## config.mk

```make
export PLATFORM = sky130hd
export DESIGN_NAME = sdf_bf_stage_flat
export DESIGN_NICKNAME = d
export VERILOG_FILES = /design/src/rtl/fft_pkg.sv /design/src/rtl/sdf_bf_stage_if.sv /design/src/rtl/sdf_bf_addsub.sv /design/src/rtl/sdf_bf_stage.sv /design/src/flat_wrapper.sv
export SDC_FILE = /design/constraint.sdc
export NUM_CORES = 1
export LEC_CHECK = 0
export CAP_MARGIN = 20
export CORE_UTILIZATION = 30
export CTS_CLUSTER_DIAMETER = 50
export DETAILED_ROUTE_END_ITERATION = 16
export PLACE_DENSITY_LB_ADDON = 0.08
export SYNTH_ARGS = -nofsm -noshare
export SYNTH_HDL_FRONTEND = slang
export SYNTH_SLANG_ARGS = --single-unit
```

## constraint.sdc

```tcl
create_clock -name clk -period 8.6 [get_ports clk]
set_input_delay 2.58 -clock clk [delete_from_list [all_inputs] [get_ports clk]]
set_output_delay 2.58 -clock clk [all_outputs]
set_load 0.005 [all_outputs]
```

## src/rtl/fft_pkg.sv

```systemverilog
// Shared FFT definitions: sample width, transform size, complex sample type
// and the SDF butterfly stage state encoding.
package fft_pkg;

  localparam int unsigned DATA_W = 19;
  localparam int unsigned FFT_N  = 32;

  typedef struct packed {
    logic signed [DATA_W-1:0] r;
    logic signed [DATA_W-1:0] i;
  } cplx_t;

  typedef enum logic [1:0] {
    IDLE  = 2'd0,
    FILL  = 2'd1,
    BFLY  = 2'd2,
    DRAIN = 2'd3
  } bf_state_e;

endpackage

```

## src/rtl/sdf_bf_stage_if.sv

```systemverilog
// Bundle of all data/qualifier signals of one SDF butterfly stage.
//   in_valid, in_r, in_i      : upstream sample into the stage
//   sr_out_r, sr_out_i        : head of the external DELAY-deep delay line
//   sr_in_r, sr_in_i          : tail feed from the stage into the delay line
//   out_valid, out_r, out_i   : registered butterfly result
//   out_k                     : index of the result within its frame
//   err                       : one-cycle pulse on a mid-frame gap
// Modports: master = surrounding system (source, delay line, sink),
//           slave  = the butterfly stage.
interface sdf_bf_stage_if
  import fft_pkg::*;
#(
  parameter int unsigned DELAY = 16
) ();

  localparam int unsigned K_W = $clog2(2 * DELAY) + 1;

  logic                     in_valid;
  logic signed [DATA_W-1:0] in_r;
  logic signed [DATA_W-1:0] in_i;
  logic signed [DATA_W-1:0] sr_out_r;
  logic signed [DATA_W-1:0] sr_out_i;
  logic signed [DATA_W-1:0] sr_in_r;
  logic signed [DATA_W-1:0] sr_in_i;
  logic                     out_valid;
  logic signed [DATA_W-1:0] out_r;
  logic signed [DATA_W-1:0] out_i;
  logic [K_W-1:0]           out_k;
  logic                     err;

  modport master (
    output in_valid, in_r, in_i, sr_out_r, sr_out_i,
    input  sr_in_r, sr_in_i, out_valid, out_r, out_i, out_k, err
  );

  modport slave (
    input  in_valid, in_r, in_i, sr_out_r, sr_out_i,
    output sr_in_r, sr_in_i, out_valid, out_r, out_i, out_k, err
  );

endinterface

```

## src/rtl/sdf_bf_addsub.sv

```systemverilog
// Combinational complex add/subtract for the SDF butterfly.
//   a    : delay-line head sample
//   b    : incoming sample
//   sum  : a + b, narrowed to DATA_W bits
//   diff : a - b, narrowed to DATA_W bits
// Build option: SDF_BF_SAT_EN defined -> saturate on overflow;
//               undefined             -> wrap (keep the low DATA_W bits).
module sdf_bf_addsub
  import fft_pkg::*;
(
  input  cplx_t a,
  input  cplx_t b,
  output cplx_t sum,
  output cplx_t diff
);

  localparam int unsigned EXT_W = DATA_W + 1;

  function automatic logic signed [DATA_W-1:0] narrow(input logic [EXT_W-1:0] x);
`ifdef SDF_BF_SAT_EN
    // Top two bits differ only when the result left the DATA_W range.
    if (x[EXT_W-1] != x[EXT_W-2]) begin
      narrow = x[EXT_W-1] ? {1'b1, {(DATA_W-1){1'b0}}} : {1'b0, {(DATA_W-1){1'b1}}};
    end else begin
      narrow = x[DATA_W-1:0];
    end
`else
    narrow = x[DATA_W-1:0];
`endif
  endfunction

  logic [EXT_W-1:0] sum_r, sum_i, diff_r, diff_i;

  always_comb begin
    sum_r  = {a.r[DATA_W-1], a.r} + {b.r[DATA_W-1], b.r};
    sum_i  = {a.i[DATA_W-1], a.i} + {b.i[DATA_W-1], b.i};
    diff_r = {a.r[DATA_W-1], a.r} - {b.r[DATA_W-1], b.r};
    diff_i = {a.i[DATA_W-1], a.i} - {b.i[DATA_W-1], b.i};
    sum    = '{r: narrow(sum_r), i: narrow(sum_i)};
    diff   = '{r: narrow(diff_r), i: narrow(diff_i)};
  end

endmodule

```

## src/rtl/sdf_bf_stage.sv

```systemverilog
// Radix-2 single-path delay-feedback butterfly stage with an external delay line.
//   clk : clock, rising edge
//   rst : asynchronous active-low reset
//   bus : sdf_bf_stage_if slave (sample in, delay-line feed/head, result out, err)
// A frame is 2*DELAY contiguous samples. The first half is parked in the delay
// line; the second half is combined with it: sums go out immediately, differences
// go back into the delay line and are emitted during the next frame's first half
// (or during DRAIN when no frame follows).
// Build option: SDF_BF_SAT_EN (see sdf_bf_addsub) selects saturating arithmetic.
module sdf_bf_stage
  import fft_pkg::*;
#(
  parameter int unsigned DELAY = 16
) (
  input logic           clk,
  input logic           rst,
  sdf_bf_stage_if.slave bus
);

  localparam int unsigned CNT_W = $clog2(2 * DELAY);
  localparam int unsigned K_W   = CNT_W + 1;

  bf_state_e        state_q, state_d;
  logic [CNT_W-1:0] cnt_q, cnt_d;
  logic             pend_q, pend_d;
  cplx_t            out_q, out_d;
  logic [K_W-1:0]   k_q, k_d;
  logic             ov_q, ov_d;
  logic             err_q, err_d;

  cplx_t in_c, sro_c, sum_c, diff_c, sri_c;
  logic  do_fill, do_bfly, do_drain, do_err;
  logic  at_half, at_last;

  assign in_c    = '{r: bus.in_r, i: bus.in_i};
  assign sro_c   = '{r: bus.sr_out_r, i: bus.sr_out_i};
  assign at_half = (cnt_q == CNT_W'(DELAY - 1));
  assign at_last = (cnt_q == CNT_W'(2 * DELAY - 1));

  sdf_bf_addsub u_addsub (
    .a    (sro_c),
    .b    (in_c),
    .sum  (sum_c),
    .diff (diff_c)
  );

  // Action decode. FILL with cnt=0 is only reached right after a frame end, so a
  // missing sample there is a frame boundary (start draining), not an error.
  always_comb begin
    do_fill  = 1'b0;
    do_bfly  = 1'b0;
    do_drain = 1'b0;
    do_err   = 1'b0;
    unique case (state_q)
      IDLE: do_fill = bus.in_valid;
      FILL: begin
        if (bus.in_valid)        do_fill  = 1'b1;
        else if (cnt_q == '0)    do_drain = 1'b1;
        else                     do_err   = 1'b1;
      end
      BFLY: begin
        if (bus.in_valid) do_bfly = 1'b1;
        else              do_err  = 1'b1;
      end
      DRAIN: do_drain = 1'b1;
      default: ;
    endcase
  end

  always_comb begin
    state_d = state_q;
    cnt_d   = cnt_q;
    pend_d  = pend_q;
    out_d   = out_q;
    k_d     = k_q;
    ov_d    = 1'b0;
    err_d   = 1'b0;
    sri_c   = '0;

    if (do_fill) begin
      // Park the sample; the head of the line holds a previous-frame difference.
      sri_c   = in_c;
      out_d   = sro_c;
      ov_d    = pend_q;
      k_d     = K_W'(cnt_q) + K_W'(DELAY);
      cnt_d   = cnt_q + CNT_W'(1);
      state_d = at_half ? BFLY : FILL;
    end

    if (do_bfly) begin
      sri_c   = diff_c;
      out_d   = sum_c;
      ov_d    = 1'b1;
      k_d     = K_W'(cnt_q) - K_W'(DELAY);
      pend_d  = 1'b1;
      cnt_d   = cnt_q + CNT_W'(1);
      state_d = at_last ? FILL : BFLY;
    end

    if (do_drain) begin
      out_d = sro_c;
      ov_d  = 1'b1;
      k_d   = K_W'(cnt_q) + K_W'(DELAY);
      if (at_half) begin
        state_d = IDLE;
        cnt_d   = '0;
        pend_d  = 1'b0;
      end else begin
        state_d = DRAIN;
        cnt_d   = cnt_q + CNT_W'(1);
      end
    end

    if (do_err) begin
      err_d   = 1'b1;
      state_d = IDLE;
      cnt_d   = '0;
      pend_d  = 1'b0;
    end

    // Keep the delay line fed with zeros while held in reset.
    if (!rst) sri_c = '0;
  end

  always_ff @(posedge clk or negedge rst) begin
    if (!rst) begin
      state_q <= IDLE;
      cnt_q   <= '0;
      pend_q  <= 1'b0;
      out_q   <= '0;
      k_q     <= '0;
      ov_q    <= 1'b0;
      err_q   <= 1'b0;
    end else begin
      state_q <= state_d;
      cnt_q   <= cnt_d;
      pend_q  <= pend_d;
      out_q   <= out_d;
      k_q     <= k_d;
      ov_q    <= ov_d;
      err_q   <= err_d;
    end
  end

  assign bus.sr_in_r   = sri_c.r;
  assign bus.sr_in_i   = sri_c.i;
  assign bus.out_valid = ov_q;
  assign bus.out_r     = out_q.r;
  assign bus.out_i     = out_q.i;
  assign bus.out_k     = k_q;
  assign bus.err       = err_q;

endmodule

```

## src/flat_wrapper.sv

```systemverilog
// flat-port wrapper written by rule: the top's interface ports become plain ports
module sdf_bf_stage_flat import fft_pkg::*;
#(
  parameter int unsigned DELAY = 16
)
  (clk, rst, bus_in_valid, bus_in_r, bus_in_i, bus_sr_out_r, bus_sr_out_i, bus_sr_in_r, bus_sr_in_i, bus_out_valid, bus_out_r, bus_out_i, bus_out_k, bus_err);
  sdf_bf_stage_if #(.DELAY(DELAY)) bus_i ();
  input logic clk;
  input logic rst;
  input wire logic [$bits(bus_i.in_valid)-1:0] bus_in_valid;
  input wire logic [$bits(bus_i.in_r)-1:0] bus_in_r;
  input wire logic [$bits(bus_i.in_i)-1:0] bus_in_i;
  input wire logic [$bits(bus_i.sr_out_r)-1:0] bus_sr_out_r;
  input wire logic [$bits(bus_i.sr_out_i)-1:0] bus_sr_out_i;
  output wire logic [$bits(bus_i.sr_in_r)-1:0] bus_sr_in_r;
  output wire logic [$bits(bus_i.sr_in_i)-1:0] bus_sr_in_i;
  output wire logic [$bits(bus_i.out_valid)-1:0] bus_out_valid;
  output wire logic [$bits(bus_i.out_r)-1:0] bus_out_r;
  output wire logic [$bits(bus_i.out_i)-1:0] bus_out_i;
  output wire logic [$bits(bus_i.out_k)-1:0] bus_out_k;
  output wire logic [$bits(bus_i.err)-1:0] bus_err;
  assign bus_i.in_valid = bus_in_valid;
  assign bus_i.in_r = bus_in_r;
  assign bus_i.in_i = bus_in_i;
  assign bus_i.sr_out_r = bus_sr_out_r;
  assign bus_i.sr_out_i = bus_sr_out_i;
  assign bus_sr_in_r = bus_i.sr_in_r;
  assign bus_sr_in_i = bus_i.sr_in_i;
  assign bus_out_valid = bus_i.out_valid;
  assign bus_out_r = bus_i.out_r;
  assign bus_out_i = bus_i.out_i;
  assign bus_out_k = bus_i.out_k;
  assign bus_err = bus_i.err;
  sdf_bf_stage #(.DELAY(DELAY)) u_core (.clk(clk), .rst(rst), .bus(bus_i));
endmodule
```

==> out/results.tsv <==
stage	metric	value	unit
synthesis	synth_seq_area_share	20.5	%
synthesis	postSynthAreaPerCell	7.46	um^2
power_and_ir_drop	p_total	1.88	mW
cts	clock_latency_reported_for_the_late_side_of_the_worst_skew_pair	330	ps
sta	finalMaxSlewViolations	0	
critical_path	cp_cell_sequence	clkdlybuf4s50_1 -> ha_1 -> inv_1 -> fa_1 -> a211oi_2 -> o21bai_1 -> o22ai_2 -> o211a_1 -> o21bai_1 -> o22ai_2 -> mux2i_1 -> mux2i_1 -> clkdlybuf4s50_1	
sta	setup_tns	0	ps
global_routing	global_route.usage.total	20.2	%
global_routing	grt_first_pass_wirelength	35400	um
detailed_routing	antenna_violating_nets_left	0	
cts	ctsHoldBuffers	0	
sta	grt_setup_unrepaired	no	
sta	min_period_over_period	97.3	%
cts	clock_tree.root_cell	sky130_fd_sc_hd__clkbuf_16	
layout	fraction_of_layout_cells_with_a_size_suffix_above_1	6.11	%
cts	numClockSinks	54	
cts	clk_pin_slew_worst_paths	80	ps
global_routing	vias_in_the_first_global_route	6465	
cts	cts_made_buffers	5	
layout	footprint_of_the_multi_input_gates	4770	um^2
layout	layout.cell_area.non_filler	8740	um^2
sta	fin_ws	236	ps
critical_path	crit_slowest_cell	sky130_fd_sc_hd__clkdlybuf4s50_1	
synthesis	synth.largest_area_cell	sky130_fd_sc_hd__dfrtp_1	
synthesis	muxShareOfSynthArea	1.44	%
synthesis	synth_compound_gate_area_share	26.9	%
synthesis	postSynthNetCount	1047	
detailed_routing	detail_route.vias_per_cell	5.05	
global_routing	globalRoute.totalOverflow	0	
cts	htree_levels	2	
floorplanning	start_util	31.0	%
synthesis	synth_top_family_by_area	compound AO/OA/AOI/OAI gates	
critical_path	cp_data_required_time	6020	ps
floorplanning	core_area	21300	um^2
detailed_routing	route.detailed.drc	0	
layout	fin_nets	1193	
flow_run	max_cap_viol_count	0	
global_routing	antenna_violations_before_repair	2	
synthesis	fraction_of_synthesized_cell_area_taken_by_the_top_area_cell_type	20.5	%
placement	place.port_buffers	162	
synthesis	asyncSetResetFlopFracSynth	100	%
power_and_ir_drop	power_density	215	nW/um^2
sta	hold_slack	473	ps
critical_path	worst_setup_path_start_kind	input port	
placement	place.gp.congestion	0.861	
layout	layout.filler_cells	2250	
critical_path	worst_setup_path_end_kind	output pin	
detailed_routing	dr.pass1.iters	4	
min_path	worstHoldPathType	flip-flop to flip-flop	
synthesis	ys_types	78	
synthesis	yosysWarningCount	0	
synthesis	synth_edf_count	0	
sta	final_min_period	8360	ps
synthesis	syn-instance-count	884	
sta	setup_viol	0	
layout	seq_area	1350	um^2
critical_path	worst_setup_path_type	input port to output pin	
critical_path	timing.critical_path.fanout_max	3	
synthesis	ys.flop_type	sky130_fd_sc_hd__dfrtp_1	
cts	cts_tree	done	
critical_path	worst_path_largest_cell_delay	520	ps
layout	layout-area-overhead-vs-synth	32.5	%
synthesis	synthXorXnorAreaFrac	7.43	%
power_and_ir_drop	leakage	3.82	nW
run_status	status	completed	
detailed_routing	drt_iter0_markers	293	
detailed_routing	avgRoutedWirePerCell	17.2	um
power_and_ir_drop	vdd_drop_max	0.000123	V
floorplanning	die_h	150	um
placement	place.detailed.hpwl	17100	um
placement	place_ws	23.8	ps
layout	layout.cells.most_common_list	sky130_fd_sc_hd__clkdlybuf4s50_1 (161), sky130_fd_sc_hd__nand2_1 (96), sky130_fd_sc_hd__a21oi_1 (87), sky130_fd_sc_hd__nor2_1 (84), sky130_fd_sc_hd__inv_1 (82)	
critical_path	arrival	5780	ps
floorplanning	die_area	22600	um^2
synthesis	postSynthRegisterBits	54	
floorplanning	floorplan.die.width	150	um
floorplanning	i_o_pin_count	163	
detailed_routing	num_vias	6595	
sta	worst_pin_slew	856	ps
detailed_routing	finalWirelength	22400	um
synthesis	yosys.area_share.adder	16.4	%
global_routing	grt_max_degree	57	
synthesis	syn-cell-area	6600	um^2
sta	worst_clock_skew	12.5	ps
floorplanning	floorplan.rows	53	
synthesis	post_synth_main_area_contributors	sky130_fd_sc_hd__dfrtp_1 (20%), sky130_fd_sc_hd__ha_1 (15%), sky130_fd_sc_hd__a21oi_1 (6.7%)	
sta	relSlewSlack	42.7	%
sta	timing_hold_violations_final	0	
sta	fmaxAchievable	0.120	GHz
cts	maximum_count_of_clock_buffers_along_a_single_path	2	
placement	post_dp_cell_area	8550	um^2
layout	commonest_non_fill_non_tap_cell_in_the_layout	sky130_fd_sc_hd__clkdlybuf4s50_1	
synthesis	synthSimpleGateAreaFrac	19.1	%
state kept, by name (all words and copies together), names as in the netlist:
name / count
u_core.bus.out_valid: 1
u_core.state_q: 2
u_core.pend_q: 1
u_core.bus.out_k: 6
u_core.bus.err: 1
u_core.bus.out_r: 19
u_core.cnt_q: 5
u_core.bus.out_i: 19
cells by family (layout without fill, tap and decap cells):
group / Yosys count / after routing
AND/OR/NAND/NOR: 277 / 277
AO/OA/AOI/OAI: 272 / 272
buffers and inverters: 132 / 279
adder cells (fa/ha/maj): 84 / 84
XOR/XNOR: 56 / 56
flip-flops: 54 / 54
multiplexers: 9 / 9
other: 0 / 1
worst paths after layout:
check | start | to | slack, ps | cells after the start
min reg2reg | u_core.bus.out_k[3] | u_core.bus.out_k[3] | 470 | 2
min | u_core.bus.out_k[3] | u_core.bus.out_k[3] | 470 | 2
max | bus_in_i[0] | bus_sr_in_i[18] | 240 | 13
max in group asynchronous | rst | u_core.bus.out_r[7] | 5480 | 2
max reg2reg | u_core.state_q[0] | u_core.bus.out_i[18] | 5290 | 11
min in group asynchronous | rst | u_core.bus.out_r[1] | 2550 | 2
cell usage after synthesis (all sizes together), types with 8 or more instances:
library cell and count:
nand2 97, a22o 8, o21ai 61, o211ai 12, ha 80, xor2 11
a21o 13, inv 84, nor2 84, buf 18, o21bai 9, nand3 15
a211oi 13, nand2b 14, nor2b 9, a31oi 9, a21oi 89, nor3 22
dfrtp 54, mux2i 8, clkbuf 30, xnor2 45
report_power, final:
part | switching, mW | total (mW) | internal (mW) | leakage (nW)
clock | 0.124 | 0.236 | 0.112 | 0.0748
sequential | 0.0705 | 0.453 | 0.383 | 0.668
combinational | 0.640 | 1.19 | 0.553 | 3.07
cell type report:
type	instances	share of cell area, %
diodes	1	0.0286
clock buffers	5	1.43
clock inverters	3	0.301
inverters	84	3.61
multi-input cells	698	54.6
flip-flops and latches	54	15.5
well taps	275	3.94
repair buffers	187	20.6
metal layers:
layer / vias to the layer above / routed length, um / track usage [%]
met4: 2 / 246 / 4.49
met3: 16 / 995 / 3.00
met5: - / 11 / 0
li1: 3361 / - / -
met1: 3103 / 10800 / 27.4
met2: 113 / 10300 / 33.8
timing repair:
item | 4_1_cts | 5_1_grt
setup endpoints to repair | 0 | 4
hold endpoints to repair | 0 | 0
buffers inserted | 0 | 0
gates resized for setup | 0 | 7
worst max-delay path, delay by kind of cell:
| family | cells | cell delay [ps] |
|---|---|---|
| multiplexers | 2 | 450 |
| adder cells (fa/ha/maj) | 2 | 580 |
| buffers and inverters | 3 | 1070 |
| AO/OA/AOI/OAI | 6 | 1100 |
per-stage QoR:
stage                     utilization (%)  std cells
after floorplan                         -        884
after global placement               40.1       1297
after detailed placement             40.2       1298
after CTS                            40.9       1306
after global routing                 41.1       1307
final                                41.1       1307
Note: power is estimated with default switching activity, not from simulation.
